## src/rtl/vga_sync_gen.sv

```systemverilog
// ---------------------------------------------------------------------------
// vga_sync_gen
//
// Purpose:
//   Produces VGA raster timing (640x480 @ 60 Hz with the default parameters)
//   from the 50 MHz board clock. A divide-by-2 toggle provides both the 25 MHz
//   pixel clock for the DAC and a one-clk-wide pixel enable. Horizontal and
//   vertical counters walk the full raster; x/y, the sync pulses and the
//   blanking flag are registered copies decoded from the counters, so every
//   downstream renderer sees mutually aligned, glitch-free values.
//
// Ports:
//   clk          in   50 MHz system clock (only clock domain)
//   rst          in   synchronous, active-high reset
//   vga_clk      out  25 MHz pixel clock (registered toggle)
//   pix_tick     out  one-clk-wide pixel-advance enable (same toggle)
//   x [9:0]      out  current pixel column, 0..H_TOTAL-1
//   y [9:0]      out  current line, 0..V_TOTAL-1
//   hsync        out  horizontal sync, active low
//   vsync        out  vertical sync, active low
//   video_on     out  high inside the visible area, doubles as DAC blank_n
//   sync_n       out  constant 0 (no sync-on-green)
//   frame_start  out  one-clk pulse when the outputs enter (0,0)
// ---------------------------------------------------------------------------
module vga_sync_gen #(
    parameter int H_ACTIVE = 640,
    parameter int H_FP     = 16,
    parameter int H_SYNC   = 96,
    parameter int H_BP     = 48,
    parameter int V_ACTIVE = 480,
    parameter int V_FP     = 10,
    parameter int V_SYNC   = 2,
    parameter int V_BP     = 33
) (
    input  logic       clk,
    input  logic       rst,
    output logic       vga_clk,
    output logic       pix_tick,
    output logic [9:0] x,
    output logic [9:0] y,
    output logic       hsync,
    output logic       vsync,
    output logic       video_on,
    output logic       sync_n,
    output logic       frame_start
);

    localparam int H_TOTAL = H_ACTIVE + H_FP + H_SYNC + H_BP;
    localparam int V_TOTAL = V_ACTIVE + V_FP + V_SYNC + V_BP;

    // All decode boundaries are kept as inclusive "last" values so that a
    // raster using the full 1024-entry range never needs an 11-bit constant.
    localparam logic [9:0] H_LAST        = 10'(H_TOTAL - 1);
    localparam logic [9:0] V_LAST        = 10'(V_TOTAL - 1);
    localparam logic [9:0] H_ACT_LAST    = 10'(H_ACTIVE - 1);
    localparam logic [9:0] V_ACT_LAST    = 10'(V_ACTIVE - 1);
    localparam logic [9:0] H_SYNC_FIRST  = 10'(H_ACTIVE + H_FP);
    localparam logic [9:0] H_SYNC_LAST   = 10'(H_ACTIVE + H_FP + H_SYNC - 1);
    localparam logic [9:0] V_SYNC_FIRST  = 10'(V_ACTIVE + V_FP);
    localparam logic [9:0] V_SYNC_LAST   = 10'(V_ACTIVE + V_FP + V_SYNC - 1);

    logic       toggle_q,     toggle_d;
    logic [9:0] hCnt_q,       hCnt_d;
    logic [9:0] vCnt_q,       vCnt_d;
    logic [9:0] x_q,          x_d;
    logic [9:0] y_q,          y_d;
    logic       hsync_q,      hsync_d;
    logic       vsync_q,      vsync_d;
    logic       videoOn_q,    videoOn_d;
    logic       frameStart_q, frameStart_d;

    logic       hWrap;
    logic       vWrap;
    logic       hInSync;
    logic       vInSync;
    logic       hVisible;
    logic       vVisible;

    // Counter wrap detection. The wrap is taken on equality with the last
    // count so the increment never has to represent H_TOTAL/V_TOTAL itself.
    always_comb begin
        hWrap = (hCnt_q == H_LAST);
        vWrap = (vCnt_q == V_LAST);
    end

    // Next-state for the toggle and the raster counters. The toggle flips on
    // every clk; the counters only move on edges where the toggle is high,
    // i.e. once per pixel period. vcnt only moves when the line wraps.
    always_comb begin
        toggle_d = ~toggle_q;
        hCnt_d   = hCnt_q;
        vCnt_d   = vCnt_q;
        if (toggle_q) begin
            if (hWrap) begin
                hCnt_d = '0;
                if (vWrap) begin
                    vCnt_d = '0;
                end else begin
                    vCnt_d = vCnt_q + 10'd1;
                end
            end else begin
                hCnt_d = hCnt_q + 10'd1;
            end
        end
    end

    // Region decode from the pre-increment counters. Registering these on
    // the tick is what makes the outputs lag the counters by exactly one
    // pixel while staying aligned with each other.
    always_comb begin
        hInSync  = (hCnt_q >= H_SYNC_FIRST) && (hCnt_q <= H_SYNC_LAST);
        vInSync  = (vCnt_q >= V_SYNC_FIRST) && (vCnt_q <= V_SYNC_LAST);
        hVisible = (hCnt_q <= H_ACT_LAST);
        vVisible = (vCnt_q <= V_ACT_LAST);
    end

    // Output next-state: x/y/syncs/blank only reload on a tick and otherwise
    // hold, giving each value a full two-clk pixel period. The frame pulse is
    // recomputed every clk so it is high for just the one cycle following
    // the tick that loads the origin.
    always_comb begin
        x_d          = x_q;
        y_d          = y_q;
        hsync_d      = hsync_q;
        vsync_d      = vsync_q;
        videoOn_d    = videoOn_q;
        frameStart_d = toggle_q && (hCnt_q == 10'd0) && (vCnt_q == 10'd0);
        if (toggle_q) begin
            x_d       = hCnt_q;
            y_d       = vCnt_q;
            hsync_d   = ~hInSync;
            vsync_d   = ~vInSync;
            videoOn_d = hVisible && vVisible;
        end
    end

    // State register. Reset takes priority over ticking so any sync pulse in
    // progress is cut off on the very edge that samples reset.
    always_ff @(posedge clk) begin
        if (rst) begin
            toggle_q     <= 1'b0;
            hCnt_q       <= '0;
            vCnt_q       <= '0;
            x_q          <= '0;
            y_q          <= '0;
            hsync_q      <= 1'b1;
            vsync_q      <= 1'b1;
            videoOn_q    <= 1'b0;
            frameStart_q <= 1'b0;
        end else begin
            toggle_q     <= toggle_d;
            hCnt_q       <= hCnt_d;
            vCnt_q       <= vCnt_d;
            x_q          <= x_d;
            y_q          <= y_d;
            hsync_q      <= hsync_d;
            vsync_q      <= vsync_d;
            videoOn_q    <= videoOn_d;
            frameStart_q <= frameStart_d;
        end
    end

    // The pixel clock and the pixel enable are the same register: the
    // renderers use the enable inside the clk domain, the DAC gets the clock.
    always_comb begin
        vga_clk     = toggle_q;
        pix_tick    = toggle_q;
        x           = x_q;
        y           = y_q;
        hsync       = hsync_q;
        vsync       = vsync_q;
        video_on    = videoOn_q;
        sync_n      = 1'b0;
        frame_start = frameStart_q;
    end

endmodule
```

## config.mk

```make
export PLATFORM = sky130hd
export DESIGN_NAME = vga_sync_gen
export DESIGN_NICKNAME = d
export VERILOG_FILES = /design/src/rtl/vga_sync_gen.sv
export SDC_FILE = /design/constraint.sdc
export NUM_CORES = 1
export LEC_CHECK = 0
export CORE_AREA = 2 2 63 89
export CTS_BUF_LIST = sky130_fd_sc_hd__clkbuf_16
export DETAILED_ROUTE_END_ITERATION = 8
export DIE_AREA = 0 0 65 91
export DONT_BUFFER_PORTS = 1
export PLACE_DENSITY = 0.49
export SLEW_MARGIN = 15
export SYNTH_ARGS = -nofsm -noshare
export SYNTH_HDL_FRONTEND = slang
export SYNTH_SLANG_ARGS = --single-unit
```

## constraint.sdc

```tcl
create_clock -name clk -period 2.4 [get_ports clk]
set_input_delay 0.6 -clock clk [delete_from_list [all_inputs] [get_ports clk]]
set_output_delay 0.6 -clock clk [all_outputs]
set_load 0.05 [all_outputs]
```

# After elaboration in Yosys (flattened, before gate mapping)
# Index checks and enable logic that the tools add are counted.
[word_totals] ramBits=0 elab_cells=32 register_bits=45 latchBits=0 romBits=0 memories=0
[classes] n_reduce_logical=8 n_shift=0 n_addsub=2 eq_ne=2 n_mul=0 magnitude_cmp=6 muxes=2 n_div=0 bitwise_logic=3
[op_table] cell="adder 10 x 1 -> 10 bit, second input constant" n=2
[op_table] cell="== test 10 bit, second input constant" n=2
[op_table] cell="less-or-equal comparator 10 bit, second input constant" n=2
[op_table] cell="less-or-equal comparator 10 x 9 -> 1 bit, second input constant" n=2
[op_table] cell="zero test 10 bit" n=2
[op_table] cell="two-way mux 10 bit" n=2
[op_table] cell="greater-or-equal comparator 10 bit, second input constant" n=1
[op_table] cell="greater-or-equal comparator 10 x 9 -> 1 bit, second input constant" n=1
[op_table] cell="logical AND 1 bit" n=5
[op_table] cell="NOT 1 bit" n=3
[op_table] cell="AND reduction 2 bit" n=1

# Logic depth before layout (Yosys ltp)
# Gate-level depths: netlist of run 1.
[depth] word_depth=3 ltp_mapped=6 ltp_nobuf=6

# Worst setup path after synthesis of run 1
# OpenSTA, ideal clock, no wires.
[synth_timing] path_type="register to register" startpoint="register toggle_q, in the netlist pix_tick" endpoint="register vCnt_q[9]" t_required_ns=2.330 arrival_time_ns=2.269 setup_slack_ns=0.061 period_less_slack_ns=2.339 stages_incl_launch_ff=6 setup_time_ns=0.070 path_cell_list="dfxtp_1 > clkbuf_1 > nand4_1 > or4_4 > or3_1 > a21oi_1"
[synth_between] elab_chain_len=1
[synth_lines] element="start: declaration" line="62" source="logic toggle_q, toggle_d;"
[synth_lines] element="start signal: assignment" line="151" source="toggle_q <= toggle_d;"
[synth_lines] element="AND reduction 2 bit (no line)"
[synth_lines] element="end signal: assignment" line="153" source="vCnt_q <= vCnt_d;"
[synth_lines] element="end: declaration" line="64" source="logic [9:0] vCnt_q, vCnt_d;"
# Every way passes these cells.
# A chain may end at the register's enable or synchronous reset.

# Worst setup path in the final report of run 1
[layout_timing] startpoint="register hCnt_q[7]" endpoint="register vCnt_q[8]"
[layout_between] elab_chain_len=2
[layout_lines] element="start: declaration" line="63" source="logic [9:0] hCnt_q, hCnt_d;"
[layout_lines] element="start signal: assignment" line="152" source="hCnt_q <= hCnt_d;"
[layout_lines] element="== test 10 bit" line="82" source="hWrap = (hCnt_q == H_LAST);"
[layout_lines] element="AND reduction 2 bit (no line)"
# Every way passes these cells.

==> flow_metrics.env, run 1 <==
export IMPL_outcome="finished, final reports clean"
export IMPL_holdBufCountCts=0
export IMPL_port_buffers=0
export IMPL_ys_seq_area_frac=0.450
export IMPL_antenna_cells=0
export IMPL_critPathMaxStageDelay_ps=610
export IMPL_cp_slowest_cell="or4b_4"
export IMPL_path_clk_slew_ps=60
export IMPL_h_tree_depth=2
export IMPL_setup_violations=0
export IMPL_synth_ff_type="dfxtp_1"
export IMPL_num_rows=31
export IMPL_synth_area_leaders="dfxtp_1 45%, mux2i_1 10%, nor2_1 6.6%, xnor2_1 3.5%, nand3_1 3.3%"
export IMPL_ff2ff_setup_slack_ps=230
export IMPL_critical_path_arrival_ps=2380
export IMPL_synth_cell_types=39
export IMPL_critPathKind="reg2reg"
export IMPL_yosys_area_top_type_share=0.450
export IMPL_final_common_cell="dfxtp_1"
export IMPL_clock_sinks=45
export IMPL_ys_async_sr_fraction=0
export IMPL_instances_no_fill=281
export IMPL_synthCells=218
export IMPL_leakagePower_nw=0.754
export IMPL_vdd_drop_max_mv=0.413
export IMPL_die_width_um=65
export IMPL_routedWlPerCell_um=15.3
export IMPL_holdPathEnd="pix_tick"
export IMPL_final_min_clock_period_ps=2170
export IMPL_cts_tree="yes"
export IMPL_n_fill_cell=535
export IMPL_synth_largest_area_cell="dfxtp_1"
export IMPL_final_setup_skew_ps=3.35
export IMPL_drt_iter0_drc=94
export IMPL_ctsResizeCount=0
export IMPL_hpwl_um=3100
export IMPL_rr_worst_depth=4
export IMPL_hold_start="rst"
export IMPL_hp_class="in2reg"
export IMPL_rsz0062_at_grt="no"
export IMPL_syn_to_final_growth_pct=9.25
export IMPL_first_global_vias=1482
export IMPL_clock_root_buffer="clkbuf_16"
export IMPL_vias=1487
export IMPL_reg2reg_to="vCnt_q[8]"
export IMPL_fin_ws_ps=233
export IMPL_initial_utilization=0.394
export IMPL_placed_cells=273
export IMPL_power_density_nw_per_um2=736
export IMPL_final_cell_mix="44 x dfxtp_1, 35 x nor2_1, 20 x mux2i_1, 13 x nand3_1"
export IMPL_crit_chain="or4b_4 > or3_4 > or4_1 > a21oi_1"
export IMPL_overflow=0
export IMPL_worst_slew_pin_slew_ps=542
export IMPL_dp_slack_ps=258
export IMPL_placed_cell_area_um2=2020
export IMPL_clock_latency_ps=280
export IMPL_drt_pass1_iterations=4
export IMPL_vias_per_cell=5.29
export IMPL_final_nets=221
export IMPL_cap_violations=0
export IMPL_antenna_found_initial=0
export IMPL_hold_depth=1
export IMPL_worstPathMaxFanout=8
export IMPL_routed_wl_um=4300
export IMPL_drv_slew=0
export IMPL_grt_max_degree=34
export IMPL_synth_edff_count=0
export IMPL_hold_violations=0
export IMPL_path_delay_family="simple AND/OR/NAND/NOR gates"
export IMPL_final_util=0.430
export IMPL_drive_gt1_frac=0.0930
export IMPL_gp_congestion=0.819
export IMPL_dieHeight_um=91
export IMPL_crit_required_ps=2610
export IMPL_worstReg2RegStart="hCnt_q[7]"
export IMPL_synth_warnings=0
export IMPL_cts_buffers=5
export IMPL_fp_coreArea_um2=5080
export IMPL_clock_path_buffers=2
export IMPL_hold_worst_slack_ps=375
export IMPL_grtUsageTotal=0.159
export IMPL_fmax_mhz=462
export IMPL_ant_nets=0
export IMPL_syn_avg_cell_area_um2=9.18
export IMPL_end_kind="register"
export IMPL_grt_pass1_wl_um=7260
export IMPL_power_total_mw=1.61
export IMPL_start_kind="register"
export IMPL_drc=0
export IMPL_die_area_um2=5920
export IMPL_synth_seq_cells=45
export IMPL_post_route_period_util=0.903
export IMPL_synth_area_um2=2000
export IMPL_slew_headroom=0.638
export IMPL_critical_path_buf_inv_count=0
export IMPL_cts_setup_buffers=0
export IMPL_stdcell_area_um2=2190
export IMPL_finalSetupTns_ps=0
export IMPL_syn_nets=225
export IMPL_ios=29
worst register-to-register path: stages (launching register included):
cell and delay, ps:
dfxtp_1 380, or4b_4 610, or3_4 420, or4_1 520
a21oi_1 160
cell usage after synthesis, drive strengths merged, types with 2 or more instances:
library cell	number
nand2b	5
inv	7
nand4	5
or3	6
dfxtp	45
or4	3
xor2	4
clkbuf	6
nor3	5
a21oi	10
nor4	5
xnor2	8
nor2	35
nand3	13
mux2i	20
ha	5
o21ai	4
o32a	2
buf	9
nand2	10
cell families after synthesis:
kind of cell | after synthesis | synth area share
AO/OA/AOI/OAI | 19 | 0.0588
flip-flops | 45 | 0.450
multiplexers | 20 | 0.100
other | 1 | 0.00187
AND/OR/NAND/NOR | 94 | 0.243
buffers and inverters | 22 | 0.0631
adder cells (fa/ha/maj) | 5 | 0.0313
XOR/XNOR | 12 | 0.0525
how the worst max path moves through the flow:
stage,start,endpoint,slack (ps),cells after the start
4_1_cts,hCnt_q[7],vCnt_q[8],240,4
5_1_grt,hCnt_q[4],vCnt_q[8],170,4
6_report,hCnt_q[7],vCnt_q[8],230,4
3_3_place_gp,hCnt_q[7],vCnt_q[8],310,4
3_5_place_dp,hCnt_q[7],vCnt_q[8],260,4
2_1_floorplan,pix_tick,vCnt_q[9],60,5
final cells by class:
class / instances / area (um2) / share of cell area
Multi-Input combinational cell: 151 / 975 / 0.446
Clock buffer: 5 / 125 / 0.0572
Timing Repair Buffer: 4 / 30.0 / 0.0137
Clock inverter: 3 / 46.3 / 0.0212
Sequential cell: 45 / 902 / 0.412
Inverter: 7 / 26.3 / 0.0120
Tap cell: 66 / 82.6 / 0.0378
power by group:
| group | switching [mW] | total [mW] | internal, mW |
|---|---|---|---|
| registers | 0.0224 | 0.776 | 0.754 |
| logic | 0.0371 | 0.0588 | 0.0217 |
| clock network | 0.283 | 0.775 | 0.492 |
registers in the layout, summed over array words and instances, names as in the netlist:
register,cells
frame_start,1
video_on,1
x,10
vsync,1
pix_tick,1
hsync,1
y,10
vCnt_q,10
hCnt_q,10
layer usage:
| metal | GRT usage | vias up | wire, um |
|---|---|---|---|
| met5 | 0 | - | 0 |
| met4 | 0.0869 | 0 | 120 |
| met3 | 0.0397 | 10 | 211 |
| met2 | 0.265 | 39 | 2220 |
| met1 | 0.182 | 700 | 1750 |
| li1 | - | 738 | - |
(Power assumes the default switching activity.)
==> run 2, diff against run 1 <==
CORE_AREA = 2 2 52 73   (was 2 2 63 89)
DIE_AREA = 0 0 54 75   (was 0 0 65 91)
PLACE_DENSITY = 0.71   (was 0.49)
==> run 2 against run 1 <==
  * Fmax grew 0.68%
  * Hold slack lost 1.3 ps
  * Total power shrank 7.7%
  * Via count shrank 1.2%
  * Register-to-register slack is essentially flat
  * Combinational power shrank 0.7%
  * Cell count shrank 9.6%
  * Clock skew shrank 0.94 ps
  * Non-clock buffer count shrank 1
  * Critical endpoint unchanged
==> flow_metrics.env, run 2 (same netlist as run 1, synthesis figures left out) <==
export IMPL_routedWlPerCell_um=15.9
export IMPL_rr_worst_depth=4
export IMPL_cap_violations=0
export IMPL_final_setup_skew_ps=2.41
export IMPL_drive_gt1_frac=0.0841
export IMPL_cts_setup_buffers=0
export IMPL_critical_path_arrival_ps=2370
export IMPL_gp_congestion=0.910
export IMPL_first_global_vias=1442
export IMPL_switching_power_mw=0.329
export IMPL_seqPwrFrac=0.522
export IMPL_critPathKind="reg2reg"
export IMPL_final_common_cell="dfxtp_1"
export IMPL_n_fill_cell=313
export IMPL_final_min_clock_period_ps=2150
export IMPL_power_density_nw_per_um2=701
export IMPL_cts_buffers=5
export IMPL_ctsResizeCount=0
export IMPL_crit_required_ps=2620
export IMPL_final_nets=220
export IMPL_final_cell_mix="44 x dfxtp_1, 35 x nor2_1, 20 x mux2i_1, 13 x nand3_1"
export IMPL_fmax_mhz=465
export IMPL_rsz0062_at_grt="no"
export IMPL_hold_violations=0
export IMPL_instances_no_fill=254
export IMPL_syn_to_final_growth_pct=5.81
export IMPL_outcome="finished, final reports clean"
export IMPL_drt_pass1_iterations=4
export IMPL_port_buffers=0
export IMPL_h_tree_depth=2
export IMPL_holdBufCountCts=0
export IMPL_crit_chain="or4b_4 > or3_4 > or4_1 > a21oi_1"
export IMPL_finalSetupTns_ps=0
export IMPL_ios=29
export IMPL_grt_pass1_wl_um=6690
export IMPL_initial_utilization=0.593
export IMPL_worstReg2RegStart="hCnt_q[7]"
export IMPL_swShare=0.221
export IMPL_critPathMaxStageDelay_ps=610
export IMPL_grtUsageTotal=0.231
export IMPL_die_area_um2=4050
export IMPL_clock_latency_ps=280
export IMPL_vias=1469
export IMPL_vias_per_cell=5.78
export IMPL_die_width_um=54
export IMPL_leakagePower_nw=0.740
export IMPL_drv_slew=0
export IMPL_p_int_mw=1.16
export IMPL_num_rows=25
export IMPL_drt_iter0_drc=37
export IMPL_clock_root_buffer="clkbuf_16"
export IMPL_ant_nets=0
export IMPL_post_route_period_util=0.897
export IMPL_hp_class="in2reg"
export IMPL_end_kind="register"
export IMPL_power_total_mw=1.49
export IMPL_routed_wl_um=4030
export IMPL_crit_end="vCnt_q[8]"
export IMPL_clkPwrFrac=0.439
export IMPL_vdd_drop_max_mv=0.649
export IMPL_clock_path_buffers=2
export IMPL_slew_headroom=0.644
export IMPL_start_kind="register"
export IMPL_path_clk_slew_ps=60
export IMPL_reg2reg_to="vCnt_q[8]"
export IMPL_hpwl_um=2890
export IMPL_hold_worst_slack_ps=373
export IMPL_p_comb_frac=0.039
export IMPL_antenna_found_initial=0
export IMPL_ff2ff_setup_slack_ps=250
export IMPL_cp_slowest_cell="or4b_4"
export IMPL_cts_tree="yes"
export IMPL_critPathLaunch="hCnt_q[7]"
export IMPL_worst_slew_pin_slew_ps=533
export IMPL_overflow=0
export IMPL_worstPathMaxFanout=8
export IMPL_placed_cells=246
export IMPL_drc=0
export IMPL_fp_coreArea_um2=3380
export IMPL_clock_sinks=45
export IMPL_setup_violations=0
export IMPL_grt_max_degree=34
export IMPL_dieHeight_um=75
export IMPL_antenna_cells=0
[run 2: changes by cell type in the layout (fill, tap and decap cells not counted)]
cell	before	now
buf_4	4	3
clkinv_1	0	1
bufinv_16	1	0
clkinvlp_4	1	0
clkinv_2	0	1
[run 2: worst min-delay path by stage]
stage | start | endpoint | slack (ps) | depth (start not counted)
after floorplan | vCnt_q[8] | vCnt_q[8] | 480 | 2
after global placement | vCnt_q[0] | vCnt_q[0] | 520 | 2
after detailed placement | vCnt_q[0] | vCnt_q[0] | 530 | 2
after CTS | rst | pix_tick | 370 | 1
after global routing | rst | pix_tick | 370 | 1
final | rst | pix_tick | 370 | 1
[run 2: per-layer routing]
layer  global-route usage  vias to the layer above  part of all wire
met5                    0                        -                 0
met4               0.0917                        0             0.017
met3               0.0754                        6             0.041
met2                0.398                       24              0.53
met1                0.257                      703              0.41
li1                     -                      736                 -
[run 2: power by group through the flow]
stage | sequential [mW] | combinational (mW) | clock (mW)
final | 0.775 | 0.0584 | 0.652
after detailed placement | 0.792 | 0.0591 | 0
after global placement | 0.791 | 0.0583 | 0
after floorplan | 0.791 | 0.0570 | 0
after CTS | 0.775 | 0.0593 | 0.664
after global routing | 0.776 | 0.0634 | 0.698
[run 2: area by class of cell]
type / instances / area, um2 / share of cell area
sequential: 45 / 902 / 0.426
clock inverter: 3 / 17.5 / 0.00827
clock buffer: 5 / 125 / 0.0591
multi-input combinational: 151 / 975 / 0.460
timing repair buffer: 3 / 22.5 / 0.0106
tap: 40 / 50.0 / 0.0236
inverter: 7 / 26.3 / 0.0124
[run 2: worst max-delay path: cells and delay by family, from the launching register on]
| family | cells | cell delay, ps |
|---|---|---|
| and+or+nand+nor | 3 | 1550 |
| AOI/OAI and AO/OA | 1 | 150 |
| DFF | 1 | 380 |
[run 2: stage by stage]
| step | util | worst slack [ps] | area, um2 |
|---|---|---|---|
| 2_1_floorplan | - | 61.2 | 2000 |
| 3_3_place_gp | 0.585 | 327 | 1980 |
| 3_5_place_dp | 0.585 | 259 | 1980 |
| 4_1_cts | 0.627 | 247 | 2120 |
| 5_1_grt | 0.627 | 159 | 2120 |
| 6_report | 0.627 | 248 | 2120 |
==> run 3, diff against run 2 <==
CTS_CLUSTER_SIZE = 20   (was default)
==> results of run 3 <==
No change in the layout: final DEF, timing and power equal those of run 2.
